`config.mk`:
```
export PLATFORM = sky130hd
export DESIGN_NAME = ex_mem_stage
export DESIGN_NICKNAME = d
export VERILOG_FILES = /design/src/rtl/ex_mem_stage.sv
export SDC_FILE = /design/constraint.sdc
export NUM_CORES = 1
export LEC_CHECK = 0
export CORE_UTILIZATION = 35
export DETAILED_ROUTE_END_ITERATION = 8
export GPL_ROUTABILITY_DRIVEN = 0
export GPL_TIMING_DRIVEN = 0
export PLACE_DENSITY = 0.69
export SETUP_SLACK_MARGIN = 0.02
export SLEW_MARGIN = 20
export SYNTH_ARGS = -nofsm -noshare
export SYNTH_HDL_FRONTEND = slang
export SYNTH_SLANG_ARGS = --single-unit
```
`constraint.sdc`:
```
create_clock -name clk -period 2.2 [get_ports clk]
set_input_delay 0.66 -clock clk [delete_from_list [all_inputs] [get_ports clk]]
set_output_delay 0.66 -clock clk [all_outputs]
set_load 0.05 [all_outputs]
```
`src/rtl/ex_mem_stage.sv`:
```
// EX/MEM pipeline register: latches ALU outputs and control fields, keeps the
// architectural Z/C flags, resolves conditional branches and drops the wrong-path slot.
module ex_mem_stage #(
   parameter int DW = 8,
   parameter int RW = 3
) (
   input  logic          clk,
   input  logic          rst,
   input  logic          in_valid,
   input  logic [3:0]    in_func,
   input  logic [DW-1:0] in_result,
   input  logic          in_z,
   input  logic          in_carry,
   input  logic [RW-1:0] in_rd,
   input  logic [DW-1:0] in_store_data,
   input  logic [DW-1:0] in_pc,
   input  logic [DW-1:0] in_br_off,
   input  logic          stall,
   input  logic          flush,
   output logic          in_ready,
   output logic          out_valid,
   output logic [3:0]    out_func,
   output logic [DW-1:0] out_result,
   output logic [RW-1:0] out_rd,
   output logic [DW-1:0] out_store_data,
   output logic          out_we,
   output logic          out_mem_rd,
   output logic          out_mem_wr,
   output logic          flag_z,
   output logic          flag_c,
   output logic          br_taken,
   output logic [DW-1:0] br_target
);

   localparam logic [3:0] F_BEQ   = 4'b1001;
   localparam logic [3:0] F_BNE   = 4'b1010;
   localparam logic [3:0] F_BLT   = 4'b1011;
   localparam logic [3:0] F_BGT   = 4'b1100;
   localparam logic [3:0] F_LOAD  = 4'b1110;
   localparam logic [3:0] F_STORE = 4'b1111;

   logic          shadow_kill;
   logic          cap;
   logic          cond;
   logic          taken;
   logic          is_write;
   logic          sets_zc;
   logic          sets_z;
   logic [DW-1:0] target;

   assign in_ready = ~stall;

   always_comb begin
      cap      = in_valid & ~stall & ~flush & ~shadow_kill;
      cond     = 1'b0;
      case (in_func)
         F_BEQ:        cond = in_z;
         F_BNE:        cond = ~in_z;
         F_BLT, F_BGT: cond = in_carry;
         default:      cond = 1'b0;
      endcase
      taken    = cap & cond;
      sets_zc  = (in_func >= 4'd1) && (in_func <= 4'd4);
      sets_z   = (in_func >= 4'd5) && (in_func <= 4'd8);
      is_write = sets_zc || sets_z || (in_func == F_LOAD);
      target   = in_pc + in_br_off;
   end

   // A stall freezes everything except the redirect pulse, which must not repeat.
   always_ff @(posedge clk or posedge rst) begin
      if (rst) begin
         out_valid      <= 1'b0;
         out_func       <= '0;
         out_result     <= '0;
         out_rd         <= '0;
         out_store_data <= '0;
         out_we         <= 1'b0;
         out_mem_rd     <= 1'b0;
         out_mem_wr     <= 1'b0;
         flag_z         <= 1'b0;
         flag_c         <= 1'b0;
         br_taken       <= 1'b0;
         br_target      <= '0;
         shadow_kill    <= 1'b0;
      end else if (stall) begin
         br_taken <= 1'b0;
      end else begin
         out_valid   <= cap;
         out_we      <= cap & is_write;
         out_mem_rd  <= cap & (in_func == F_LOAD);
         out_mem_wr  <= cap & (in_func == F_STORE);
         br_taken    <= taken;
         shadow_kill <= taken;
         if (cap) begin
            out_func       <= in_func;
            out_result     <= in_result;
            out_rd         <= in_rd;
            out_store_data <= in_store_data;
            if (sets_zc || sets_z) begin
               flag_z <= in_z;
            end
            if (sets_zc) begin
               flag_c <= in_carry;
            end
         end
         if (taken) begin
            br_target <= target;
         end
      end
   end

endmodule

```
# [Word level (Yosys, flattened, before mapping)]
# Index checks and enable logic that the tools add are counted.
[word_totals] ff_bits=39 output_inout_bits=39 in_bits=46 wordCells=46
[op_classes] n_lt_le_gt_ge=4 reduce_logical=9 add_sub_neg=1 bitwise_logic=11 eq_ne=6 muxes=2
[ops] cell="$eq A4 B4 Y1 const B" n=6
[ops] cell="$add A8 B8 Y8" n=1
[ops] cell="$and A1 B1 Y1" n=7
[ops] cell="$reduce_and A3 Y1" n=2
[ops] cell="$ge A4 B1 Y1 const B" n=1
[ops] cell="$ge A4 B3 Y1 const B" n=1
[ops] cell="$le A4 B3 Y1 const B" n=1
[ops] cell="$le A4 B4 Y1 const B" n=1
[ops] cell="$not A1 Y1" n=4
[ops] cell="$reduce_and A2 Y1" n=2
[ops] cell="$pmux W1 S3" n=1
[ops] cell="$logic_and A1 B1 Y1" n=2
[ops] cell="$logic_or A1 B1 Y1" n=2
[ops] cell="$reduce_or A2 Y1" n=1
[ops] cell="$mux W1" n=1

# [Logic depth before layout (Yosys ltp)]
# Gate-level depths: netlist of run 1.
[depth] depth_word=6 ltp_mapped=6 mapped_depth_nobuf=6

# [Least setup slack after synthesis of run 1]
# OpenSTA, ideal clock, no wires.
[synth_timing] kind="input port to flip-flop" startpoint="input stall" endpoint="register br_target[5]" setup_ps=127 slack_ps=-17 stages=6 required_ps=2073 arrival_ps=2090 path_buffers=1 path_cell_list="buf_2 nor4b_4 nand2_2 or2_4 clkinv_4 mux2_1"
[synth_via] elab_chain_cells=6
[synth_rtl] item="start, declared" line="18" source="input logic stall,"
[synth_rtl] item="$not A1 Y1 (no line) *"
[synth_rtl] item="$and A1 B1 Y1 (3 in a row)" line="54" source="cap = in_valid & ~stall & ~flush & ~shadow_kill;"
[synth_rtl] item="$and A1 B1 Y1" line="62" source="taken = cap & cond;"
[synth_rtl] item="$reduce_and A2 Y1 (no line) *"
[synth_rtl] item="end signal, assigned" line="107" source="br_target <= target;"
[synth_rtl] item="end, declared" line="32" source="output logic [DW-1:0] br_target"
# Mark *: on every way between the ends. The rest lies on a longest branch, timed or not.
# A chain may end at the register's enable or synchronous reset.

# [Worst setup path in the final report of run 1]
[layout_timing] startpoint="input in_br_off[2]" endpoint="register br_target[6]"
[layout_via] elab_chain_cells=1
[layout_rtl] item="start, declared" line="17" source="input logic [DW-1:0] in_br_off,"
[layout_rtl] item="$add A8 B8 Y8" line="66" source="target = in_pc + in_br_off;"
# Every way passes these cells.

==> results.sh, run 1 <==
export IMPL_htreeDepth=2
export IMPL_rows=26
export IMPL_power_density_mw_per_mm2=833
export IMPL_p_leak_nw=1.33
export IMPL_dieArea_mm2=0.00574
export IMPL_nNetsFinal=306
export IMPL_cp_slowest_cell="clkdlybuf4s50_1"
export IMPL_rsz0062_at_grt="false"
export IMPL_r2r_start="shadow_kill"
export IMPL_switching_power_mw=1.02
export IMPL_clkPwrFrac_pct=17.6
export IMPL_postCtsHoldBufs=0
export IMPL_seq_power_share_pct=35.8
export IMPL_dp_hpwl_mm=3.03
export IMPL_core_mm2=0.00517
export IMPL_initial_utilization_pct=36.8
export IMPL_rrSetupSlack_ns=0.54
export IMPL_grt_max_degree=31
export IMPL_final_cell_mix="74 x clkdlybuf4s50_1, 39 x dfrtp_1, 25 x mux2_2"
export IMPL_cts_inserted_buffers=5
export IMPL_ys_seq_area_share_pct=51.2
export IMPL_timing_fmax_ghz=0.468
export IMPL_detail_route_antenna_nets=0
export IMPL_first_pass_iters=4
export IMPL_slew_headroom_pct=64.9
export IMPL_drtIter0Drc=22
export IMPL_placed_cells=305
export IMPL_viasPerCell=4.77
export IMPL_min_to="out_mem_rd"
export IMPL_critPathKind="in -> reg"
export IMPL_syn_avg_cell_area_um2=12.5
export IMPL_crit_cells=7
export IMPL_antennaDiodeCount=0
export IMPL_final_setup_tns_ns=0
export IMPL_clockBufferDepth=2
export IMPL_yosys_warnings=0
export IMPL_cp_top_family="buffers and inverters"
export IMPL_root_buffer="clkbuf_8"
export IMPL_combPwrFrac_pct=46.5
export IMPL_yosys_area_top_type="dfrtp_1"
export IMPL_synth_edf_count=0
export IMPL_io_pins=85
export IMPL_grt_pass1_vias=1513
export IMPL_route_detailed_drc=0
export IMPL_die_w_um=75.8
export IMPL_status="completed"
export IMPL_rr_endpoint="br_target[0]"
export IMPL_ys_flop_type="dfrtp_1"
export IMPL_maxCapViolCount=0
export IMPL_min_from="out_mem_rd"
export IMPL_finalCritPeriodShare_pct=97.2
export IMPL_worstHoldPathType="reg -> reg"
export IMPL_vias=1540
export IMPL_post_place_ws_ns=-0.594
export IMPL_hold_depth=2
export IMPL_clock_latency_ns=0.28
export IMPL_cp_required_ns=2.37
export IMPL_worst_slack_ns=0.0626
export IMPL_slew_viol_final=0
export IMPL_portBuffers=81
export IMPL_instances_no_fill=323
export IMPL_final_common_cell="clkdlybuf4s50_1"
export IMPL_worst_r2r_path_depth=5
export IMPL_overflow=0
export IMPL_grt_pass1_wl_mm=6.55
export IMPL_endpoint_kind="register"
export IMPL_path_max_fanout=4
export IMPL_crit_start="in_br_off[2]"
export IMPL_path_cells="clkdlybuf4s50_1 > ha_4 > buf_4 > a211oi_2 > or4b_4 > o2111ai_2 > mux2_4"
export IMPL_grt_total_usage_pct=15.2
export IMPL_post_route_util_pct=59.8
export IMPL_worstPathArrival_ns=2.30
export IMPL_avgRoutedWirePerCell_um=12.9
export IMPL_synth_top_cells_by_area="dfrtp_1 51%, mux2_2 15%, ha_1 4.6%"
export IMPL_yosys_cell_types_count=33
export IMPL_mappedNetlistArea_mm2=0.00191
export IMPL_crit_path_max_incr_delay_ns=0.51
export IMPL_hold_violations=0
export IMPL_antenna_found_initial=0
export IMPL_setup_violations=0
export IMPL_ys_async_sr_fraction_pct=100
export IMPL_start_kind="primary input"
export IMPL_synth_top_area_share_pct=51.2
export IMPL_cellInternalPower_mw=1.56
export IMPL_clock_skew_ns=0.00265
export IMPL_peakVddDrop_v=0.000462
export IMPL_path_clk_slew_ns=0.07
export IMPL_worstMarginPinSlew_ns=0.525
export IMPL_wl_mm=4.18
export IMPL_ys_ff_latch=39
export IMPL_layout_drive_gt1_share_pct=26.9
export IMPL_syn_nets=207
export IMPL_cts_tree="built"
export IMPL_cts_sinks=39
export IMPL_switching_share_pct=39.5
export IMPL_crit_buf_inv=2
export IMPL_area_growth_pct=62.3
export IMPL_synthCells=153
export IMPL_die_y_um=75.8
export IMPL_period_needed_ns=2.14
==> tightest hold or removal path, cell delays in order (launching register included) <==
cell	delay (ns)
dfrtp_1	0.35
nand2_1	0.05
o31ai_1	0.05
==> kinds of logic (layout without fill, tap and decap cells) <==
| logic type | count (synthesis) | after routing | share of synthesized area, % |
|---|---|---|---|
| AO/OA/AOI/OAI | 29 | 29 | 9.72 |
| AND/OR/NAND/NOR | 25 | 25 | 8.80 |
| flip-flops | 39 | 39 | 51.2 |
| buffers and inverters | 15 | 115 | 3.41 |
| adder cells (fa/ha/maj) | 8 | 8 | 5.65 |
| XOR/XNOR | 5 | 5 | 2.30 |
| multiplexers | 32 | 32 | 18.9 |
==> flip-flops by register name, indices dropped and copies added (netlist names) <==
name and flops:
out_valid 1, out_store_data 8, out_mem_wr 1, out_func 4, flag_c 1, br_target 8, out_result 8, shadow_kill 1
out_mem_rd 1, out_rd 3, out_we 1, flag_z 1, br_taken 1
==> what timing repair did <==
| item | in CTS | in global routing |
|---|---|---|
| setup buffers | 6 | 5 |
| cloned | 0 | 0 |
| pin swaps | 7 | 4 |
| gates resized for setup | 14 | 10 |
| endpoints found under the setup margin | 27 | 7 |
==> per-stage QoR <==
stage                     instance area (um2)  hold slack [ns]  power (mW)
final                                    3090            0.486        2.58
after global routing                     3090            0.511        2.72
after CTS                                3000            0.491        2.60
after detailed placement                 2830            0.472        2.10
after global placement                   2810            0.464        2.08
after floorplan                          1910            0.507        1.67
==> Yosys cell counts, types with 3 or more instances <==
master / number
xnor2_1: 3
buf_2: 3
mux2_2: 25
nand2_1: 8
nor2_1: 3
ha_1: 7
mux2_1: 7
dfrtp_1: 39
clkbuf_1: 3
a21oi_1: 7
a21o_1: 3
inv_1: 8
o21ai_0: 7
==> worst max-delay path by stage <==
| stage | end |
|---|---|
| 2_1_floorplan | br_target[5] |
| 6_report | br_target[6] |
| 3_5_place_dp | br_target[0] |
| 5_1_grt | out_mem_wr |
| 3_3_place_gp | br_target[3] |
| 4_1_cts | br_target[5] |
==> area by class of cell <==
| type | count | area, um2 |
|---|---|---|
| plain buffers | 5 | 25.0 |
| repair buffers | 93 | 912 |
| clock buffers | 6 | 72.6 |
| clock inverters | 2 | 12.5 |
| multi-input cells | 99 | 966 |
| well taps | 70 | 87.6 |
| inverters | 9 | 41.3 |
| flip-flops and latches | 39 | 976 |
| fillers | 430 | 2080 |
==> power groups by stage <==
stage	clock network (mW)	logic (mW)	registers (mW)
6_report	0.454	1.20	0.923
5_1_grt	0.511	1.26	0.945
4_1_cts	0.483	1.19	0.926
3_5_place_dp	0	1.16	0.939
3_3_place_gp	0	1.15	0.931
2_1_floorplan	0	0.232	1.44
==> per-layer routing <==
metal | part of all wire [%] | vias to the layer above | track usage, %
li1 | - | 750 | -
met1 | 43 | 723 | 17.9
met2 | 49 | 59 | 25.8
met3 | 6.7 | 8 | 4.76
met4 | 1.4 | 0 | 5.76
met5 | 0 | - | 0
Note: power is estimated with default switching activity, not from simulation.
==> run 2, diff against run 1 <==
--- a/config.mk
+++ b/config.mk
@@ -5,11 +5,12 @@
 export SDC_FILE = /design/constraint.sdc
 export NUM_CORES = 1
 export LEC_CHECK = 0
-export CORE_UTILIZATION = 35
+export CORE_UTILIZATION = 40
 export DETAILED_ROUTE_END_ITERATION = 8
 export GPL_ROUTABILITY_DRIVEN = 0
 export GPL_TIMING_DRIVEN = 0
-export PLACE_DENSITY = 0.69
+export PLACE_DENSITY = 0.77
+export RECOVER_POWER = 50
 export SETUP_SLACK_MARGIN = 0.02
 export SLEW_MARGIN = 20
 export SYNTH_ARGS = -nofsm -noshare
==> results.sh, run 2 (synthesis gave the netlist of run 1 again) <==
export IMPL_worst_r2r_path_depth=5
export IMPL_path_max_fanout=8
export IMPL_nNetsFinal=304
export IMPL_routed_top_layer="met4"
export IMPL_clock_latency_ns=0.28
export IMPL_hold_violations=0
export IMPL_rows=24
export IMPL_area_growth_pct=61.7
export IMPL_antennaDiodeCount=0
export IMPL_endpoint_kind="register"
export IMPL_layout_area_seq_um2=976
export IMPL_dieArea_mm2=0.00504
export IMPL_crit_start="in_z"
export IMPL_grt_max_degree=27
export IMPL_first_pass_iters=6
export IMPL_grt_pass1_wl_mm=7.18
export IMPL_cts_tree="built"
export IMPL_portBuffers=81
export IMPL_rsz0062_at_grt="true"
export IMPL_core_mm2=0.00447
export IMPL_worst_slack_ns=0.0550
export IMPL_final_cell_mix="70 x clkdlybuf4s50_1, 39 x dfrtp_1, 25 x mux2_2"
export IMPL_power_density_mw_per_mm2=856
export IMPL_p_leak_nw=1.35
export IMPL_worstMarginPinSlew_ns=0.654
export IMPL_setup_violations=0
export IMPL_rr_endpoint="br_target[3]"
export IMPL_initial_utilization_pct=42.6
export IMPL_start_kind="primary input"
export IMPL_antenna_found_initial=0
export IMPL_worstPathArrival_ns=2.31
export IMPL_critPathKind="in -> reg"
export IMPL_post_route_util_pct=68.8
export IMPL_detail_route_antenna_nets=0
export IMPL_final_common_cell="clkdlybuf4s50_1"
export IMPL_htreeDepth=2
export IMPL_worstHoldPathType="reg -> reg"
export IMPL_grt_total_usage_pct=18.5
export IMPL_nFillCells=336
export IMPL_clockBufferDepth=2
export IMPL_peakVddDrop_v=0.000613
export IMPL_cts_sinks=39
export IMPL_maxCapViolCount=0
export IMPL_r2r_start="shadow_kill"
export IMPL_overflow=0
export IMPL_timing_fmax_ghz=0.466
export IMPL_violations="DRC"
export IMPL_viasPerCell=5.11
export IMPL_status="finished with violations"
export IMPL_wl_mm=4.53
export IMPL_clock_skew_ns=0.00416
export IMPL_dp_hpwl_mm=3.12
export IMPL_cts_inserted_buffers=5
export IMPL_rrSetupSlack_ns=0.54
export IMPL_die_y_um=71.0
export IMPL_wl_met3_um=213
export IMPL_vias=1548
export IMPL_largestRegisters="br_target x8, out_result x8, out_store_data x8"
export IMPL_root_buffer="clkbuf_8"
export IMPL_post_place_ws_ns=-0.570
export IMPL_m1WireLength_mm=2.04
export IMPL_final_setup_tns_ns=0
export IMPL_avgRoutedWirePerCell_um=14.9
export IMPL_cp_required_ns=2.36
export IMPL_finalCritPeriodShare_pct=97.5
export IMPL_holdWs_ns=0.485
export IMPL_die_w_um=71.0
export IMPL_postCtsHoldBufs=0
export IMPL_grt_pass1_vias=1488
export IMPL_slew_viol_final=0
export IMPL_path_clk_slew_ns=0.07
export IMPL_slew_headroom_pct=56.4
export IMPL_period_needed_ns=2.14
export IMPL_io_pins=85
export IMPL_cp_endpoint="br_target[3]"
export IMPL_met2_length_mm=2.20
export IMPL_layout_drive_gt1_share_pct=25.5
export IMPL_multi_input_area_um2=995
export IMPL_drtIter0Drc=111
export IMPL_route_detailed_drc=6
export IMPL_hold_depth=1
[run 2: changes by cell type in the layout (fill, tap and decap cells not counted), moves of 2 or more]
cell,change
clkbuf_2,+3
dlymetal6s2s_1,+3
clkbuf_1,+2
clkbuf_8,+2
buf_4,-7
ha_1,-2
clkdlybuf4s50_1,-4
[run 2: routing by layer]
metal,track usage (%),up-vias
li1,-,747
met1,24.7,747
met2,30.3,48
met3,4.56,6
met4,4.67,0
met5,0,-
[run 2: worst max-delay path: stages]
cell             delay, ns
clkdlybuf4s50_1       0.50
mux2_2                0.37
a31oi_4               0.19
or2_4                 0.17
clkinv_4              0.09
mux2_1                0.32
[run 2: area by class of cell]
type,count,area share (%)
plain buffers,5,0.731
clock buffers,8,3.25
inverters,9,1.26
multi-input cells,99,32.3
flip-flops and latches,39,31.7
well taps,52,2.11
repair buffers,91,28.7
[run 2: power by group]
group | internal [mW] | switching, mW
clock network | 0.286 | 0.231
registers | 0.857 | 0.0663
logic | 0.473 | 0.725
[run 2: how the worst min path moves through the flow]
stage          slack (ns)      endpoint         start
2_1_floorplan        0.51   shadow_kill   shadow_kill
3_3_place_gp         0.46     out_valid     out_valid
3_5_place_dp         0.47     out_valid     out_valid
4_1_cts              0.49  br_target[6]  br_target[6]
5_1_grt              0.51  br_target[3]  br_target[3]
6_report             0.48  br_target[6]  br_target[6]
[run 2: timing repair]
item                       in CTS  in global routing
setup endpoints to repair      27                  9
gates resized for setup        14                 16
pin swaps                      10                  3
buffers inserted                9                  0
[run 2: stage by stage]
step	instance area, um2	total power [mW]	cells
global route	3080	2.77	303
finish	3080	2.64	303
floorplan	1910	1.67	153
detailed placement	2810	2.10	287
CTS	3020	2.65	303
global placement	2790	2.08	286
